### src/rtl/insmem_prefetch_unit.sv
// Instruction-fetch front end: keeps one sequential fetch in flight to instruction memory and
// buffers the responses, each tagged with its PC, in a DEPTH-entry queue; redirects flush it.
module insmem_prefetch_unit #(
  parameter int unsigned          DATAWIDTH  = 32,
  parameter int unsigned          DEPTH      = 4,
  parameter logic [DATAWIDTH-1:0] PC_RESET   = '0,
  parameter logic [DATAWIDTH-1:0] INSMEMSTEP = DATAWIDTH'(4)
) (
  input  logic                         IPU_Clk_In,
  input  logic                         IPU_Reset_In,
  output logic                         IPU_Insmem_Ready_Out,
  output logic [DATAWIDTH-1:0]         IPU_Insmem_Addr_OutBUS,
  input  logic                         IPU_Insmem_Valid_In,
  input  logic [DATAWIDTH-1:0]         IPU_Insmem_Readdata_InBUS,
  output logic                         IPU_Ins_Valid_Out,
  input  logic                         IPU_Ins_Ready_In,
  output logic [DATAWIDTH-1:0]         IPU_Ins_OutBUS,
  output logic [DATAWIDTH-1:0]         IPU_Ins_Pc_OutBUS,
  input  logic                         IPU_Redirect_In,
  input  logic [DATAWIDTH-1:0]         IPU_Redirect_Addr_InBUS,
  output logic [$clog2(DEPTH+1)-1:0]   IPU_Count_OutBUS
);
  localparam int unsigned PW = $clog2(DEPTH);
  localparam int unsigned CW = $clog2(DEPTH+1);

  typedef enum logic [1:0] {IDLE, REQ, FULL, DISCARD} state_e;

  state_e                              state_q, state_d;
  logic [DATAWIDTH-1:0]                pc_q, pc_d, addr_q, addr_d;
  logic [PW-1:0]                       rd_ptr_q, wr_ptr_q;
  logic [CW-1:0]                       count_q, count_d, occ_after;
  logic [DEPTH-1:0][DATAWIDTH-1:0]     ins_q, ipc_q;
  logic                                push, pop, flush;

  assign occ_after = count_q + CW'(1) - CW'(pop);

  always_comb begin
    state_d = state_q;
    pc_d    = pc_q;
    push    = 1'b0;
    flush   = 1'b0;
    pop     = (count_q != '0) && IPU_Ins_Ready_In && !IPU_Redirect_In;
    case (state_q)
      IDLE:    state_d = REQ;
      REQ: begin
        if (IPU_Insmem_Valid_In && !IPU_Redirect_In) begin
          push    = 1'b1;
          pc_d    = pc_q + INSMEMSTEP;
          state_d = (occ_after < CW'(DEPTH)) ? REQ : FULL;
        end
      end
      FULL:    if (pop) state_d = REQ;
      DISCARD: if (IPU_Insmem_Valid_In) state_d = REQ;
      default: state_d = IDLE;
    endcase
    // A redirect with a request still in flight must wait out that stale response.
    if (IPU_Redirect_In) begin
      flush   = 1'b1;
      pc_d    = IPU_Redirect_Addr_InBUS & ~DATAWIDTH'(3);
      state_d = ((state_q == REQ || state_q == DISCARD) && !IPU_Insmem_Valid_In) ? DISCARD : REQ;
    end
    addr_d  = (state_d == DISCARD) ? addr_q : pc_d;
    count_d = flush ? '0 : count_q + CW'(push) - CW'(pop);
  end

  always_ff @(posedge IPU_Clk_In) begin
    if (IPU_Reset_In) begin
      state_q  <= IDLE;
      pc_q     <= PC_RESET;
      addr_q   <= PC_RESET;
      rd_ptr_q <= '0;
      wr_ptr_q <= '0;
      count_q  <= '0;
      ins_q    <= '0;
      ipc_q    <= '0;
    end else begin
      state_q <= state_d;
      pc_q    <= pc_d;
      addr_q  <= addr_d;
      count_q <= count_d;
      if (flush) begin
        rd_ptr_q <= '0;
        wr_ptr_q <= '0;
      end else begin
        if (push) begin
          ins_q[wr_ptr_q] <= IPU_Insmem_Readdata_InBUS;
          ipc_q[wr_ptr_q] <= pc_q;
          wr_ptr_q        <= wr_ptr_q + PW'(1);
        end
        if (pop) rd_ptr_q <= rd_ptr_q + PW'(1);
      end
    end
  end

  assign IPU_Insmem_Ready_Out   = (state_q == REQ) || (state_q == DISCARD);
  assign IPU_Insmem_Addr_OutBUS = addr_q;
  assign IPU_Ins_Valid_Out      = (count_q != '0);
  assign IPU_Ins_OutBUS         = ins_q[rd_ptr_q];
  assign IPU_Ins_Pc_OutBUS      = ipc_q[rd_ptr_q];
  assign IPU_Count_OutBUS       = count_q;

endmodule
### config.mk
export PLATFORM = sky130hd
export DESIGN_NAME = insmem_prefetch_unit
export DESIGN_NICKNAME = d
export VERILOG_FILES = /design/src/rtl/insmem_prefetch_unit.sv
export SDC_FILE = /design/constraint.sdc
export NUM_CORES = 1
export LEC_CHECK = 0
export CAP_MARGIN = 10
export CORE_MARGIN = 4
export CORE_UTILIZATION = 60
export CTS_CLUSTER_DIAMETER = 80
export DETAILED_ROUTE_END_ITERATION = 10
export GPL_ROUTABILITY_DRIVEN = 1
export GPL_TIMING_DRIVEN = 0
export PLACE_DENSITY = 0.94
export SYNTH_ARGS = -nofsm -noshare
export SYNTH_HDL_FRONTEND = slang
export SYNTH_SLANG_ARGS = --single-unit
### constraint.sdc
create_clock -name IPU_Clk_In -period 7.5 [get_ports IPU_Clk_In]
set_clock_uncertainty 0.2 [all_clocks]
set_input_delay 1.125 -clock IPU_Clk_In [delete_from_list [all_inputs] [get_ports IPU_Clk_In]]
set_output_delay 1.125 -clock IPU_Clk_In [all_outputs]
set_load 0.02 [all_outputs]
Yosys cells after proc, flatten, opt, wreduce, memory -nomap -nowiden
Index checks and enable logic that the tools add are counted.
{ "totals": {"ff_bits": 329, "latchBits": 0, "ram_bits": 0, "rom_bits": 0, "in_bits": 69, "out_inout_bits": 101, "n_memories": 0} }
{ "classes": {"n_addsub": 7, "multipliers": 0, "n_div": 0, "order_cmp": 4, "eq_ne": 4, "shift": 0, "mux": 21, "bitwise": 1, "reduce_logical": 12} }
{ "op_table": {"columns": ["cell", "count"], "rows": [
  ["$bwmux 128", 2],
  ["$mux 32", 6],
  ["$bmux 32 s2", 2],
  ["$demux 32 s2", 1],
  ["$add 32x3->32 const B", 1],
  ["$mux 2", 6],
  ["$pmux 2 s4", 1],
  ["$eq 2x2->1 const B", 3],
  ["$lt 2x3->1 const B", 2],
  ["$sub 3x1->3", 2],
  ["$logic_and 1x1->1", 5],
  ["$add 2x1->2 const B", 2],
  ["$add 3x1->3", 1],
  ["$add 3x1->3 const B", 1],
  ["$lt 3x3->1 const B", 1],
  ["$mux 1", 3],
  ["$reduce_bool 3->1", 1],
  ["$eq 2x1->1 const B", 1],
  ["$ge 2x1->1 const B", 1],
  ["$logic_not 1->1", 2],
  ["$logic_not 2->1", 1],
  ["$reduce_and 2->1", 1],
  ["$reduce_or 2->1", 1],
  ["$logic_or 1x1->1", 1],
  ["$not 1->1", 1]
]} }

Depth between registers and ports, before layout
{ "depth": {"ltp_word": 10, "mapped_depth": 11} }

Worst setup path after synthesis
OpenSTA, ideal clock, no wires.
{ "synth_timing": {"path_kind": "input to register", "from": "in IPU_Redirect_In", "to": "reg count_q[2], in the netlist IPU_Count_OutBUS[2]", "setup_time_ps": 120, "arrival_time_ps": 3041, "required_ps": 7180, "setup_slack_ps": 4139, "stages": 11, "n_path_buf": 2, "cell_sequence": "buf_2 > and4bb_2 > inv_2 > clkbuf_1 > ha_1 > inv_1 > ha_1 > fa_1 > xnor2_1 > xnor2_1 > nor2_1"} }
{ "synth_between": {"elab_chain_cells": 6, "elab_cells_between_ends": 9, "classes_between": "2 x add/sub; 3 x mux; 4 x reduce/logical"} }
{ "synth_rtl": {"columns": ["element", "line", "source"], "rows": [
  ["start: declaration", "19", "input logic IPU_Redirect_In,"],
  ["$logic_not 1->1", "42, 46", null],
  ["$logic_and 1x1->1", "46", "if (IPU_Insmem_Valid_In && !IPU_Redirect_In) begin"],
  ["$mux 1", "46", null],
  ["$mux 1", "43", "case (state_q)"],
  ["$add 3x1->3", "63", "count_d = flush ? '0 : count_q + CW'(push) - CW'(pop);"],
  ["$sub 3x1->3", "63", null],
  ["end signal: assignment", "80", "count_q <= count_d;"],
  ["end: declaration", "31", "logic [CW-1:0] count_q, count_d, occ_after;"]
]} }
Several ways; a longest one is shown, not always the timed one.
A chain may end at the register's enable or synchronous reset.

Worst setup path after layout
{ "layout_timing": {"from": "reg rd_ptr_q[0]", "to": "out IPU_Ins_OutBUS[3]"} }
{ "layout_between": {"elab_chain_cells": 2} }
{ "layout_rtl": {"columns": ["element", "line", "source"], "rows": [
  ["start: declaration", "30", "logic [PW-1:0] rd_ptr_q, wr_ptr_q;"],
  ["start signal: assignment", "90", "if (pop) rd_ptr_q <= rd_ptr_q + PW'(1);"],
  ["$bmux 32 s2", "98", "assign IPU_Ins_OutBUS = ins_q[rd_ptr_q];"],
  ["$mux 32 (implied by the code)", "98", null],
  ["end: declaration", "17", "output logic [DATAWIDTH-1:0] IPU_Ins_OutBUS,"]
]} }
No other way between the ends. The select of a mux whose other input is x is not followed.

==> results.json <==
{
  "status": "finished, final reports clean",
  "synthFlopType": "dfxtp_1",
  "ctsHoldBuffers": 0,
  "cts_resized": 0,
  "slowest_stage": "buf_1",
  "slew_headroom_pct": 39.4,
  "synthArstFlopShare_pct": 0,
  "finalCriticalPeriod_ns": 4.78,
  "placed_cell_area_um2": 15800,
  "final.setup.tns_ns": 0,
  "antenna_cells": 0,
  "wl_per_cell_um": 20.9,
  "cap_violations": 0,
  "hold_violations": 0,
  "seq_power_share_pct": 45.9,
  "drt_wl_total_um": 45000,
  "synth_seq_area_share_pct": 47.7,
  "viasPerCell": 6.42,
  "final_cell_mix": "558 x nand2_1, 329 x dfxtp_1, 272 x a21oi_1, 166 x clkdlybuf4s50_1, 126 x clkbuf_1",
  "register_area_um2": 6590,
  "final_area_um2": 17000,
  "r2r-end": "ipc_q[50]",
  "place_congestion": 0.974,
  "drtAntennaViolNets": 0,
  "dr.pass1.iters": 6,
  "synth_cell_types": 54,
  "antenna_found_initial": 0,
  "cp_top_family": "buffers and inverters",
  "worstPathBufferInverterCount": 3,
  "mostFrequentLayoutCell": "nand2_1",
  "port_buffers": 166,
  "wl_met2_um": 21600,
  "grt_pass1_wl_um": 71000,
  "setup-violations-final": 0,
  "required_ns": 6.17,
  "drc": 0,
  "worst_setup_path_end_kind": "primary output",
  "drive_above_1_share_pct": 6.95,
  "combPwrFrac_pct": 8.1,
  "hold_end": "ipc_q[117]",
  "arrival_ns": 3.46,
  "cts_setup_buffers": 0,
  "ys_seq_elements": 329,
  "max_stage_delay_ns": 0.75,
  "peakVddDrop_mv": 0.155,
  "worstMarginPinSlew_ns": 0.909,
  "synth.net_count": 1721,
  "synthCells": 1644,
  "netlist_area_um2": 13800,
  "clock.fmax_mhz": 209,
  "min_path_cells": 2,
  "dieArea_um2": 25500,
  "nNetsFinal": 1923,
  "grt_max_degree": 16,
  "finalCritPeriodShare_pct": 63.8,
  "cts-root-buf": "clkbuf_16",
  "p_int_uw": 3010,
  "r2r.worst_path.cells": 8,
  "finalMaxSlewViolations": 0,
  "startpoint_type": "flip-flop",
  "cts_htree_levels": 2,
  "core_area_um2": 22600,
  "pin_count": 170,
  "drt-initial-drc-count": 1638,
  "nFillCells": 1414,
  "synth_warnings": 0,
  "wl_met1_um": 15900,
  "rr_startpoint": "state_q[0]",
  "fp.dieH_um": 160,
  "cp_max_fo": 10,
  "p_leak_uw": 0.00565,
  "wl_met3_um": 5080,
  "ff2ff_setup_slack_ns": 4.34,
  "min_from": "ipc_q[117]",
  "cts_made_buffers": 34,
  "switching_share_pct": 23.2,
  "clkSlewWorstSetupHoldPaths_ns": 0.06,
  "row_count": 55,
  "p_sw_uw": 912,
  "hold_path_class": "reg2reg",
  "vias": 13800,
  "cts_sinks": 329,
  "dpl.hpwl_um": 30300,
  "clkPwrFrac_pct": 46.0,
  "ctsLongestPathBuffers": 3,
  "start_util_pct": 61.0,
  "grt_setup_unrepaired": "no",
  "crit_start": "rd_ptr_q[0]",
  "cp_cell_sequence": "buf_1, buf_1, mux4_2, clkdlybuf4s50_1",
  "synth_area_per_cell_um2": 8.41,
  "syn_to_final_growth_pct": 23.3,
  "critical_path_class": "reg2out",
  "powerDensity_nw_per_um2": 230,
  "crit_top_cell": "buf_1",
  "multi_input_area_um2": 6610,
  "synth_edf_count": 0,
  "dieWidth_um": 160,
  "track_usage_pct": 33.8,
  "highest_layer": "met4",
  "grt_overflow": 0,
  "grt_pass1_vias": 14100,
  "cts_tree": "done",
  "clk_latency_ns": 0.51
}
[logic make-up (layout without fill, tap and decap cells)]
group,Yosys count,count (layout),synth area share (%)
compound gates,360,360,14.5
flops,329,329,47.7
mux,68,68,10.7
xor+xnor,16,16,1.01
buf+inv,163,390,4.53
fa+ha+maj,8,8,0.779
simple gates,700,700,20.8
[worst max-delay path by stage]
stage | slack (ns) | cells past startpoint | end
floorplan | 4.14 | 11 | IPU_Count_OutBUS[2]
global placement | 3.23 | 4 | IPU_Ins_Pc_OutBUS[17]
detailed placement | 3.20 | 4 | IPU_Ins_OutBUS[3]
CTS | 2.67 | 4 | IPU_Ins_OutBUS[3]
global route | 2.45 | 4 | IPU_Ins_Pc_OutBUS[19]
finish | 2.72 | 4 | IPU_Ins_OutBUS[3]
[Yosys cell counts (5+ instances only)]
cell type,count,area (µm²)
nand4_1,8,50.1
nand2_1,558,2090
ha_1,7,87.6
o31a_1,9,78.8
nor3_1,24,120
a21oi_1,272,1360
buf_2,5,25.0
or3_1,5,31.3
dfxtp_1,329,6590
and2_1,14,87.6
a31oi_1,7,43.8
nor4_1,8,50.1
inv_1,13,48.8
buf_1,23,86.3
xor2_1,8,70.1
nor2_1,37,139
o21a_1,7,52.6
clkbuf_1,117,439
mux4_2,64,1440
o21ai_0,17,85.1
o41ai_1,5,43.8
a21o_1,6,45.0
a211oi_1,10,75.1
and3_1,9,56.3
xnor2_1,8,70.1
nand3_1,17,85.1
[power by group through the flow]
| stage | combinational (µW) | sequential, µW | clock, µW |
|---|---|---|---|
| after global routing | 333 | 1800 | 1870 |
| after detailed placement | 306 | 1840 | 0 |
| after floorplan | 143 | 1850 | 0 |
| after global placement | 299 | 1840 | 0 |
| after CTS | 310 | 1800 | 1800 |
| final | 319 | 1800 | 1800 |
[through the flow]
step	cells	setup WS (ns)	hold WS (ns)	util [%]	total power (µW)
after floorplan	1644	4.14	0.233	-	1990
after global placement	2095	3.23	0.238	69.9	2140
after detailed placement	2095	3.20	0.239	69.9	2150
after CTS	2156	2.67	0.251	75.2	3910
after global routing	2156	2.45	0.268	75.2	4010
final	2156	2.72	0.251	75.2	3930
[worst min-delay path, cell delays in order, from the launching register on]
cell,delay [ns]
dfxtp_1,0.30
nand2_1,0.05
a21oi_1,0.05
[flip-flops by register name, summed over array words and instances (netlist names)]
name / flops
IPU_Count_OutBUS: 3
IPU_Insmem_Addr_OutBUS: 32
ins_q: 128
ipc_q: 128
pc_q: 32
rd_ptr_q: 2
state_q: 2
wr_ptr_q: 2
[metal layers]
metal | vias up | GRT usage [%]
met5 | - | 0
met4 | 0 | 18.7
met3 | 259 | 7.77
met2 | 1092 | 57.1
met1 | 6483 | 40.1
li1 | 6004 | -
[cell type report]
type	instances	share of cell area, %
clock buffers	53	6.20
inverters	14	0.308
repair buffers	166	9.75
well taps	285	2.09
plain buffers	149	3.36
multi-input cells	1152	38.8
clock inverters	8	0.845
flip-flops and latches	329	38.7
Note: power is estimated with default switching activity, not from simulation.
